[src/rtl/alu_pkg.sv]
// Shared ALU definitions: op encodings, flag positions
// and elaboration helpers for the prefix adder pipeline.
package alu_pkg;

  typedef enum logic [1:0] {
    ALU_ADD = 2'b00,
    ALU_SUB = 2'b01,
    ALU_ADC = 2'b10,
    ALU_SBB = 2'b11
  } alu_op_e;

  localparam int FLAG_ZF = 0;
  localparam int FLAG_SF = 1;
  localparam int FLAG_OF = 2;
  localparam int FLAG_CF = 3;

  function automatic int clog2(input int n);
    int r;
    r = 0;
    while ((1 << r) < n) r++;
    return r;
  endfunction

  // Step after which rank r sits; steps are prep (0)
  // and prefix levels 1..levels.
  function automatic int rank_step(
    input int r,
    input int levels,
    input int stages
  );
    return ((r + 1) * (levels + 1)) / stages - 1;
  endfunction

  function automatic int step_rank(
    input int s,
    input int levels,
    input int stages
  );
    for (int r = 0; r < stages; r++)
      if (rank_step(r, levels, stages) == s) return r;
    return -1;
  endfunction

endpackage

[src/rtl/prefix_gp_cell.sv]
// Kogge-Stone (P,G) combine cell with pass-through for
// bits below the current span.
module prefix_gp_cell (
  input  logic pass,
  input  logic ph,
  input  logic gh,
  input  logic pl,
  input  logic gl,
  output logic p,
  output logic g
);

  assign p = pass ? ph : (ph & pl);
  assign g = pass ? gh : (gh | (ph & gl));

endmodule

[src/rtl/prefix_addsub_pipe.sv]
// Pipelined Kogge-Stone add/sub with valid/ready flow
// control, bubble collapse and full condition codes.
module prefix_addsub_pipe
  import alu_pkg::*;
#(
  parameter int WIDTH  = 64,
  parameter int STAGES = 2,
  parameter int TAG_W  = 4
) (
  input  logic             clk,
  input  logic             rst_n,
  input  logic             in_valid,
  output logic             in_ready,
  input  logic [1:0]       in_op,
  input  logic [WIDTH-1:0] in_a,
  input  logic [WIDTH-1:0] in_b,
  input  logic             in_cin,
  input  logic [TAG_W-1:0] in_tag,
  output logic             out_valid,
  input  logic             out_ready,
  output logic [WIDTH-1:0] out_sum,
  output logic [3:0]       out_flags,
  output logic [TAG_W-1:0] out_tag
);

  localparam int LEVELS = clog2(WIDTH);
  localparam int LAST   = STAGES - 1;

  typedef struct packed {
    logic [WIDTH-1:0] h;
    logic [WIDTH-1:0] p;
    logic [WIDTH-1:0] g;
    logic             c0;
    logic             sub;
    logic [TAG_W-1:0] tag;
  } gp_t;

  logic [STAGES-1:0] v;
  logic [STAGES-1:0] vin;
  logic [STAGES-1:0] adv;

  always_comb begin
    vin = '0;
    vin[0] = in_valid;
    for (int r = 1; r < STAGES; r++)
      vin[r] = v[r-1];
  end

  always_comb begin
    adv = '0;
    adv[LAST] = !v[LAST] || out_ready;
    for (int r = LAST - 1; r >= 0; r--)
      adv[r] = !v[r] || adv[r+1];
  end

  assign in_ready  = adv[0];
  assign out_valid = v[LAST];

  always_ff @(posedge clk or negedge rst_n) begin
    if (!rst_n) begin
      v <= '0;
    end else begin
      for (int r = 0; r < STAGES; r++)
        if (adv[r]) v[r] <= vin[r];
    end
  end

  logic [WIDTH-1:0] bx;
  logic             cin0;
  logic             sub;

  always_comb begin
    bx   = in_b;
    cin0 = 1'b0;
    sub  = 1'b0;
    unique case (1'b1)
      (in_op == ALU_ADD): begin
        bx   = in_b;
        cin0 = 1'b0;
      end
      (in_op == ALU_SUB): begin
        bx   = ~in_b;
        cin0 = 1'b1;
        sub  = 1'b1;
      end
      (in_op == ALU_ADC): begin
        bx   = in_b;
        cin0 = in_cin;
      end
      (in_op == ALU_SBB): begin
        bx   = ~in_b;
        cin0 = ~in_cin;
        sub  = 1'b1;
      end
      default: ;
    endcase
  end

  for (genvar s = 0; s <= LEVELS; s++) begin : lv
    gp_t o;
    if (s == 0) begin : g_prep
      logic [WIDTH-1:0] hp;
      logic [WIDTH-1:0] gc;
      assign hp = in_a ^ bx;
      // carry-in folded in as generate of bit -1
      assign gc = (in_a & bx)
                | {{(WIDTH-1){1'b0}}, hp[0] & cin0};
      assign o = '{h: hp, p: hp, g: gc,
                   c0: cin0, sub: sub, tag: in_tag};
    end else begin : g_lvl
      localparam int SPAN = 1 << (s - 1);
      localparam int RP =
        step_rank(s - 1, LEVELS, STAGES);
      gp_t d;
      logic [WIDTH-1:0] pn;
      logic [WIDTH-1:0] gn;
      if (RP >= 0) begin : g_reg
        gp_t q;
        always_ff @(posedge clk)
          if (adv[RP] && vin[RP]) q <= lv[s-1].o;
        assign d = q;
      end else begin : g_wire
        assign d = lv[s-1].o;
      end
      for (genvar i = 0; i < WIDTH; i++) begin : g_bit
        localparam int LO = (i >= SPAN) ? i - SPAN : 0;
        prefix_gp_cell u_cell (
          .pass (i < SPAN),
          .ph   (d.p[i]),
          .gh   (d.g[i]),
          .pl   (d.p[LO]),
          .gl   (d.g[LO]),
          .p    (pn[i]),
          .g    (gn[i])
        );
      end
      assign o = '{h: d.h, p: pn, g: gn,
                   c0: d.c0, sub: d.sub, tag: d.tag};
    end
  end

  gp_t              f;
  logic [WIDTH-1:0] sum;
  logic [3:0]       flags;
  logic             cout;
  logic             unused;

  assign f      = lv[LEVELS].o;
  assign sum    = f.h ^ {f.g[WIDTH-2:0], f.c0};
  assign cout   = f.g[WIDTH-1];
  assign unused = ^f.p;

  always_comb begin
    flags = '0;
    flags[FLAG_CF] = cout ^ f.sub;
    flags[FLAG_OF] = f.g[WIDTH-2] ^ cout;
    flags[FLAG_SF] = sum[WIDTH-1];
    flags[FLAG_ZF] = (sum == '0);
  end

  always_ff @(posedge clk or negedge rst_n) begin
    if (!rst_n) begin
      out_sum   <= '0;
      out_flags <= '0;
      out_tag   <= '0;
    end else if (adv[LAST] && vin[LAST]) begin
      out_sum   <= sum;
      out_flags <= flags;
      out_tag   <= f.tag;
    end
  end

endmodule

[config.mk]
export PLATFORM = sky130hd
export DESIGN_NAME = prefix_addsub_pipe
export DESIGN_NICKNAME = d
export VERILOG_FILES = /design/src/rtl/alu_pkg.sv /design/src/rtl/prefix_gp_cell.sv /design/src/rtl/prefix_addsub_pipe.sv
export SDC_FILE = /design/constraint.sdc
export NUM_CORES = 1
export LEC_CHECK = 0
export CORE_MARGIN = 2
export CORE_UTILIZATION = 45
export CTS_BUF_LIST = sky130_fd_sc_hd__clkbuf_2 sky130_fd_sc_hd__clkbuf_4 sky130_fd_sc_hd__clkbuf_8
export DETAILED_ROUTE_END_ITERATION = 16
export GPL_ROUTABILITY_DRIVEN = 0
export GPL_TIMING_DRIVEN = 0
export PLACE_DENSITY_LB_ADDON = 0.2
export SYNTH_ARGS = -nofsm -noshare
export SYNTH_HDL_FRONTEND = slang
export SYNTH_SLANG_ARGS = --single-unit
[constraint.sdc]
create_clock -name clk -period 5.25 [get_ports clk]
set_clock_uncertainty 0.15 [all_clocks]
set_input_delay 0.525 -clock clk [delete_from_list [all_inputs] [get_ports clk]]
set_output_delay 0.525 -clock clk [all_outputs]
set_load 0.01 [all_outputs]
==> summary.md, run 1 <==
| Metric | Value |
|---|---|
| Wirelength, routed | 34.0 mm |
| Tightest Pin Transition | 1130 ps |
| Hold Crit Class | primary input to asynchronous set/reset pin |
| R2r setup slk | 1470 ps |
| # rows | 62 |
| Maximum fanout along the worst path | 5 |
| Setup TNS | 0 ps |
| Critical path's slowest cell | nor4b_2 |
| Critical path, cell by cell | a21oi_1, o211ai_1, o211ai_1, nand2_1, xnor2_1, nand4_1, or4_1, nor4b_2, nand4_1, nand2_1 |
| Power Density | 377 nW/um2 |
| Initial Util | 45.4% |
| Yosys warns | 0 |
| R2R cell count | 10 |
| Share of layout cells above drive strength 1 | 7.12% |
| Met1 Track Usage GR | 30.2% |
| GRT Total Usage | 22.4% |
| Global-route wire length before repair | 52.2 mm |
| Kind of critical path | flip-flop to flip-flop |
| Number of buffers and inverters on the critical path | 0 |
| IO Count | 213 |
| Clock Root Buffer | clkbuf_8 |
| Post-synthesis instance total | 1122 |
| Outcome | complete, no violations |
| GR peak layer | met2 |
| Number of synthesized flops with an enable pin | 194 |
| Endpoints failing setup | 0 |
| Die H | 174 um |
| Top_reg_cell synth | edfxtp_1 |
| Syn avg cell area | 11.5 um2 |
| Grt met3 use | 3.33% |
| Vias in the first global route | 9607 |
| Yosys cell types | 58 |
| Clk slew on worst S/H paths | 70 ps |
| Die area | 30200 um2 |
| Vias/cell | 5.33 |
| H-tree depth | 2 |
| CTS Buf Count | 44 |
| CP Launch Type | flip-flop |
| Crit path required time | 5580 ps |
| Most common cell after layout, fill and taps aside | clkdlybuf4s50_1 |
| Final net count | 1588 |
| Syn nets | 1325 |
| Via Count | 9604 |
| Critical path capture point type | flip-flop |
| Clock sinks | 267 |
| Most frequent cells in the layout | 211 x clkdlybuf4s50_1, 194 x edfxtp_1, 150 x nand2_1, 128 x o21ai_0, 105 x a21oi_1 |
| Pre-Repair DR Iteration Count | 5 |
| Post-CTS Setup Repair Bufs | 0 |
| Register bit total from synthesis | 267 |
| Peak supply drop | 0.000150 V |
| Post-route DRC | 0 |
| CP Depth | 10 |
| Worst slew margin | 24.9% |
| Layout area overhead | 28.2% |
| CTS max path bufs | 3 |
| Final std cells w/o fill | 1803 |
| Wire length per cell | 18.9 um |
| Antenna Nets Post-Route | 0 |
| Pleak | 6.44 nW |
| Worst Path Arrival | 4110 ps |
| Max Slew Vio Count | 0 |
| Period utilization | 72.0% |
| Clock Latency Late Sink | 540 ps |
| Worst path top cell family by delay | simple AND/OR/NAND/NOR gates |
| Grt met2 use | 37.4% |
| Number of diodes | 0 |
| Max Clk Rate | 264 MHz |
| Die W | 174 um |
| Largest net degree at the start of global routing | 74 |
| Largest stage delay, worst path | 550 ps |
| Core area | 28500 um2 |
| Number of DRC violations after detailed-routing iteration 0 | 733 |
| Fin util | 58.2% |
| Grt ovf | 0 |
| Tmin final | 3780 ps |
| Asr flop ratio synth | 27.3% |
| Hold Fails Final Rpt | 0 |
| Register area share after synthesis | 59.1% |
| CTS tree | built |
| Mapped Area | 13000 um2 |
| Initial antenna violation count | 0 |
| RSZ-0062 raised after global routing | no |
| Max cap viols | 0 |
| Placed cell count | 1722 |
| Hpwl dp | 26.4 mm |
| IO buf count | 212 |
[layer usage]
| metal | vias to the layer above | routed length, um |
|---|---|---|
| li1 | 4616 | - |
| met1 | 4593 | 14700 |
| met2 | 334 | 16300 |
| met3 | 61 | 2120 |
| met4 | 0 | 899 |
| met5 | - | 0 |
[path summary, 6_finish.rpt]
| kind | startpoint | to |
|---|---|---|
| max | lv[3].g_lvl.d[6]$_DFFE_PP_ | out_flags[0]$_DFFE_PN0P_ |
| min | rst_n | out_tag[2]$_DFFE_PN0P_ |
| max reg2reg | lv[3].g_lvl.d[6]$_DFFE_PP_ | out_flags[0]$_DFFE_PN0P_ |
| min reg2reg | out_flags[0]$_DFFE_PN0P_ | out_flags[0]$_DFFE_PN0P_ |
| max in group asynchronous | rst_n | out_sum[3]$_DFFE_PN0P_ |
| min in group clk | out_flags[0]$_DFFE_PN0P_ | out_flags[0]$_DFFE_PN0P_ |
[worst reg2reg max path, cell delays in order, from the launching register on]
cell and delay (ps):
edfxtp_1 440, a21oi_1 230, o211ai_1 280, o211ai_1 520, nand2_1 170, xnor2_1 450, nand4_1 190, or4_1 470
nor4b_2 550, nand4_1 170, nand2_1 100
[cell families after synthesis]
| kind of cell | synth area share (%) |
|---|---|
| adders and majority gates | 6.18 |
| and+or+nand+nor | 10.2 |
| muxes | 1.10 |
| DFF | 59.1 |
| xor gates and xnor gates | 8.45 |
| buffers and inverters | 1.33 |
| AOI/OAI and AO/OA | 13.6 |
[layout make-up]
| class | count | area [um2] |
|---|---|---|
| Clock inverter | 22 | 198 |
| Inverter | 22 | 82.6 |
| Tap cell | 384 | 480 |
| Timing Repair Buffer | 217 | 2240 |
| Multi-Input combinational cell | 810 | 5130 |
| Clock buffer | 58 | 736 |
| Buffer | 23 | 90.1 |
| Fill cell | 2466 | 11900 |
| Sequential cell | 267 | 7650 |
[registers in the layout, summed over array words and instances, names as in the netlist]
| signal | count |
|---|---|
| out_sum | 63 |
| lv.g_lvl.d | 124 |
| out_flags | 4 |
| f | 70 |
| v | 2 |
| out_tag | 4 |
[where the power goes]
group | internal [mW] | leakage, nW | switching, mW
registers | 2.63 | 2.79 | 0.191
logic | 0.693 | 3.16 | 0.800
clock network | 1.11 | 0.495 | 0.828
total | 4.44 | 6.44 | 1.82
[repair_timing]
action,4_1_cts,5_1_grt
endpoints found under the hold margin,24,0
hold buffers,1,0
gates resized for setup,0,0
[Yosys cell counts, types with 3 or more instances]
cell type | n | area, um2
nand3_1 | 17 | 85.1
xnor2_1 | 32 | 280
o21ai_0 | 128 | 641
inv_1 | 22 | 82.6
mux2_2 | 10 | 113
a21o_1 | 14 | 105
o21a_1 | 4 | 30.0
edfxtp_1 | 194 | 5830
nand2_1 | 150 | 563
a211oi_1 | 5 | 37.5
o2111ai_1 | 4 | 35.0
mux2i_1 | 3 | 30.0
ha_1 | 64 | 801
a21oi_1 | 105 | 526
or3_1 | 3 | 18.8
nor2b_1 | 8 | 50.1
clkbuf_1 | 18 | 67.6
nor3_1 | 11 | 55.1
xor2_1 | 93 | 815
nand4_1 | 9 | 56.3
and3_1 | 4 | 25.0
a21boi_0 | 3 | 22.5
and2_1 | 3 | 18.8
o21bai_1 | 7 | 52.6
o211ai_1 | 8 | 60.1
nand2b_1 | 8 | 50.1
buf_1 | 4 | 15.0
nor2_1 | 76 | 285
dfrtp_1 | 73 | 1830
nor4_1 | 5 | 31.3
[stage by stage]
step	power (mW)	hold WS, ps	area, um2	setup WS, ps
finish	6.26	297	16600	1470
detailed placement	4.36	308	15700	1200
floorplan	3.58	79.4	13000	1530
global route	6.55	316	16600	1340
global placement	4.33	303	15600	235
CTS	6.30	295	16600	1450
(Power assumes the default switching activity.)
==> run 2: changes to the inputs <==
==> constraint.sdc (replaced) <==
create_clock -name clk -period 3.45 [get_ports clk]
set_clock_uncertainty 0.15 [all_clocks]
set_input_delay 0.345 -clock clk [delete_from_list [all_inputs] [get_ports clk]]
set_output_delay 0.345 -clock clk [all_outputs]
set_load 0.01 [all_outputs]
==> run 2 against run 1 <==
  * Clock-buffer cell count up 9
  * Fmax up 12%
  * Wire length fell by 0.51%
  * Largest power group unchanged
  * Critical path depth fell by 1
  * Sequential power up 52%
  * Final cell count rose by 0.11%
  * Setup slack got worse by 1400 ps
  * Largest cell class unchanged
==> summary.md, run 2 (same netlist as run 1, synthesis figures left out) <==
| Metric | Value |
|---|---|
| Layout area overhead | 28.0% (was 28.2%) |
| Placed cell count | 1722 (unchanged) |
| DP Area | 15700 um2 (about the same) |
| Worst slew margin | 24.4% (was 24.9%) |
| Maximum fanout along the worst path | 4 (was 5) |
| GRT Total Usage | 22.5% (was 22.4%) |
| Initial Util | 45.4% (unchanged) |
| Endpoints failing setup | 0 (unchanged) |
| Final Hold Slack | 125 ps (was 297 ps) |
| Number of diodes | 0 (unchanged) |
| Critical path's slowest cell | nor4_2 (was nor4b_2) |
| Largest register FFs | 124 (unchanged) |
| Tmin final | 3370 ps (was 3780 ps) |
| Largest stage delay, worst path | 500 ps (was 550 ps) |
| Antenna Nets Post-Route | 0 (unchanged) |
| Die W | 174 um (unchanged) |
| Share of layout cells above drive strength 1 | 7.88% (was 7.12%) |
| Pleak | 6.44 nW (about the same) |
| Post-route DRC | 0 (unchanged) |
| Design area | 16600 um2 (about the same) |
| Wire length per cell | 18.7 um (was 18.9 um) |
| Final net count | 1590 (was 1588) |
| Grt ovf | 0 (unchanged) |
| CTS Buf Count | 45 (was 44) |
| Outcome | complete, no violations (unchanged) |
| Crit path required time | 3780 ps (was 5580 ps) |
| # rows | 62 (unchanged) |
| H-tree depth | 2 (unchanged) |
| Hpwl dp | 26.6 mm (was 26.4 mm) |
| IO buf count | 212 (unchanged) |
| Initial antenna violation count | 0 (unchanged) |
| Vias/cell | 5.33 (about the same) |
| CTS max path bufs | 3 (unchanged) |
| Most frequent CP cell | nand4_1 |
| Final std cells w/o fill | 1805 (was 1803) |
| Critical path capture point type | flip-flop (unchanged) |
| CP Launch Type | flip-flop (unchanged) |
| FF-to-FF Start | lv[3].g_lvl.d[16]$_DFFE_PP_ (was lv[3].g_lvl.d[6]$_DFFE_PP_) |
| Max Slew Vio Count | 0 (unchanged) |
| Core area | 28500 um2 (unchanged) |
| Period utilization | 97.5% (was 72.0%) |
| Clock sinks | 267 (unchanged) |
| RSZ-0062 raised after global routing | yes (was no) |
| Clock Root Buffer | clkbuf_8 (unchanged) |
| Most frequent cells in the layout | 211 x clkdlybuf4s50_1, 194 x edfxtp_1, 150 x nand2_1, 128 x o21ai_0, 105 x a21oi_1 (unchanged) |
| Global-route wire length before repair | 52.4 mm (was 52.2 mm) |
| Clock Latency Late Sink | 550 ps (was 540 ps) |
| Number of DRC violations after detailed-routing iteration 0 | 666 (was 733) |
| Max Clk Rate | 297 MHz (was 264 MHz) |
| Setup crit start | lv[3].g_lvl.d[16]$_DFFE_PP_ (was lv[3].g_lvl.d[6]$_DFFE_PP_) |
| Pre-Repair DR Iteration Count | 5 (unchanged) |
| Via Count | 9623 (was 9604) |
| Die H | 174 um (unchanged) |
| IO Count | 213 (unchanged) |
| CTS tree | built (unchanged) |
| Worst path top cell family by delay | simple AND/OR/NAND/NOR gates (unchanged) |
| Critical path, cell by cell | a211oi_1, nor4_1, nor4_2, xor2_1, nand4_1, or4_1, nor4b_4, nand4_1, nand2_1 (was a21oi_1, o211ai_1, o211ai_1, nand2_1, xnor2_1, nand4_1, or4_1, nor4b_2, nand4_1, nand2_1) |
| Vias in the first global route | 9645 (was 9607) |
| Die area | 30200 um2 (unchanged) |
| Wirelength, routed | 33.8 mm (was 34.0 mm) |
| Kind of critical path | flip-flop to flip-flop (unchanged) |
| Max cap viols | 0 (unchanged) |
| Power Density | 559 nW/um2 (was 377 nW/um2) |
| Clk slew on worst S/H paths | 60 ps (was 70 ps) |
| Hold Crit Class | primary input to asynchronous set/reset pin (unchanged) |
| Most common cell after layout, fill and taps aside | clkdlybuf4s50_1 (unchanged) |
| Hold Fails Final Rpt | 0 (unchanged) |
| Tightest Pin Transition | 1130 ps (about the same) |
| Peak supply drop | 0.000222 V (was 0.000150 V) |
| Worst Path Arrival | 3690 ps (was 4110 ps) |
| Largest net degree at the start of global routing | 70 (was 74) |
| Number of buffers and inverters on the critical path | 0 (unchanged) |
## run 2: final timing paths
check                                           endpoint  slack (ps)  depth (start not counted)
worst min-delay path             out_sum[42]$_DFFE_PN0P_         120                          2
min in group clk                          f[1]$_DFFE_PP_         210                          1
max in group asynchronous        out_sum[17]$_DFFE_PN0P_        2440                          3
worst max-delay path            out_flags[0]$_DFFE_PN0P_          80                          9
worst max register to register  out_flags[0]$_DFFE_PN0P_          80                          9
worst min register to register   out_sum[62]$_DFFE_PN0P_         330                          2
## run 2: what timing repair did
action	in CTS	in global routing
hold buffers	1	0
resized for setup	3	7
setup buffers	1	0
hold endpoints to repair	73	0
pin swaps	1	1
setup endpoints to repair	1	2
## run 2: routing by layer
layer	part of all wire (%)	GRT usage, %
met2	48	38.0
met3	6.7	3.51
met4	2.3	6.69
met1	43	30.0
met5	0	0
## run 2: final cells by class
type / instances / area, um2
tap: 384 / 480
fill: 2499 / 12000
sequential: 267 / 7650
inverter: 22 / 82.6
clock inverter: 14 / 61.3
clock buffer: 67 / 797
buffer: 23 / 91.3
multi-input combinational: 810 / 5180
timing repair buffer: 218 / 2240
## run 2: power by group
group | total, mW | internal (mW) | switching [mW]
clock | 2.69 | 1.48 | 1.22
sequential | 4.29 | 4.01 | 0.288
combinational | 2.28 | 1.06 | 1.22
## run 2: through the flow
stage	setup WS [ps]	utilization (%)	total power [mW]	TNS [ps]
floorplan	858	-	5.44	0
global placement	-801	54.5	6.58	-71710
detailed placement	-469	54.9	6.62	-17350
CTS	7.89	58.0	9.32	0
global route	-53.3	58.1	9.71	-53.3
finish	84.6	58.1	9.27	0
==> run 3: changes to the inputs <==
==> constraint.sdc (replaced) <==
create_clock -name clk -period 4 [get_ports clk]
set_clock_uncertainty 0.15 [all_clocks]
set_input_delay 0.4 -clock clk [delete_from_list [all_inputs] [get_ports clk]]
set_output_delay 0.4 -clock clk [all_outputs]
set_load 0.01 [all_outputs]
==> results of run 3 <==
The final DEF is identical to that of run 1. Status: complete, no violations.
Among the figures that moved: setup slack after placement 1200 ps -> 72.5 ps; setup slack after layout 1470 ps -> 219 ps; hold slack 297 ps -> 172 ps; register-to-register setup slack 1470 ps -> 220 ps; total power 6.26 mW -> 8.21 mW; worst IR drop on VDD 0.000150 V -> 0.000197 V
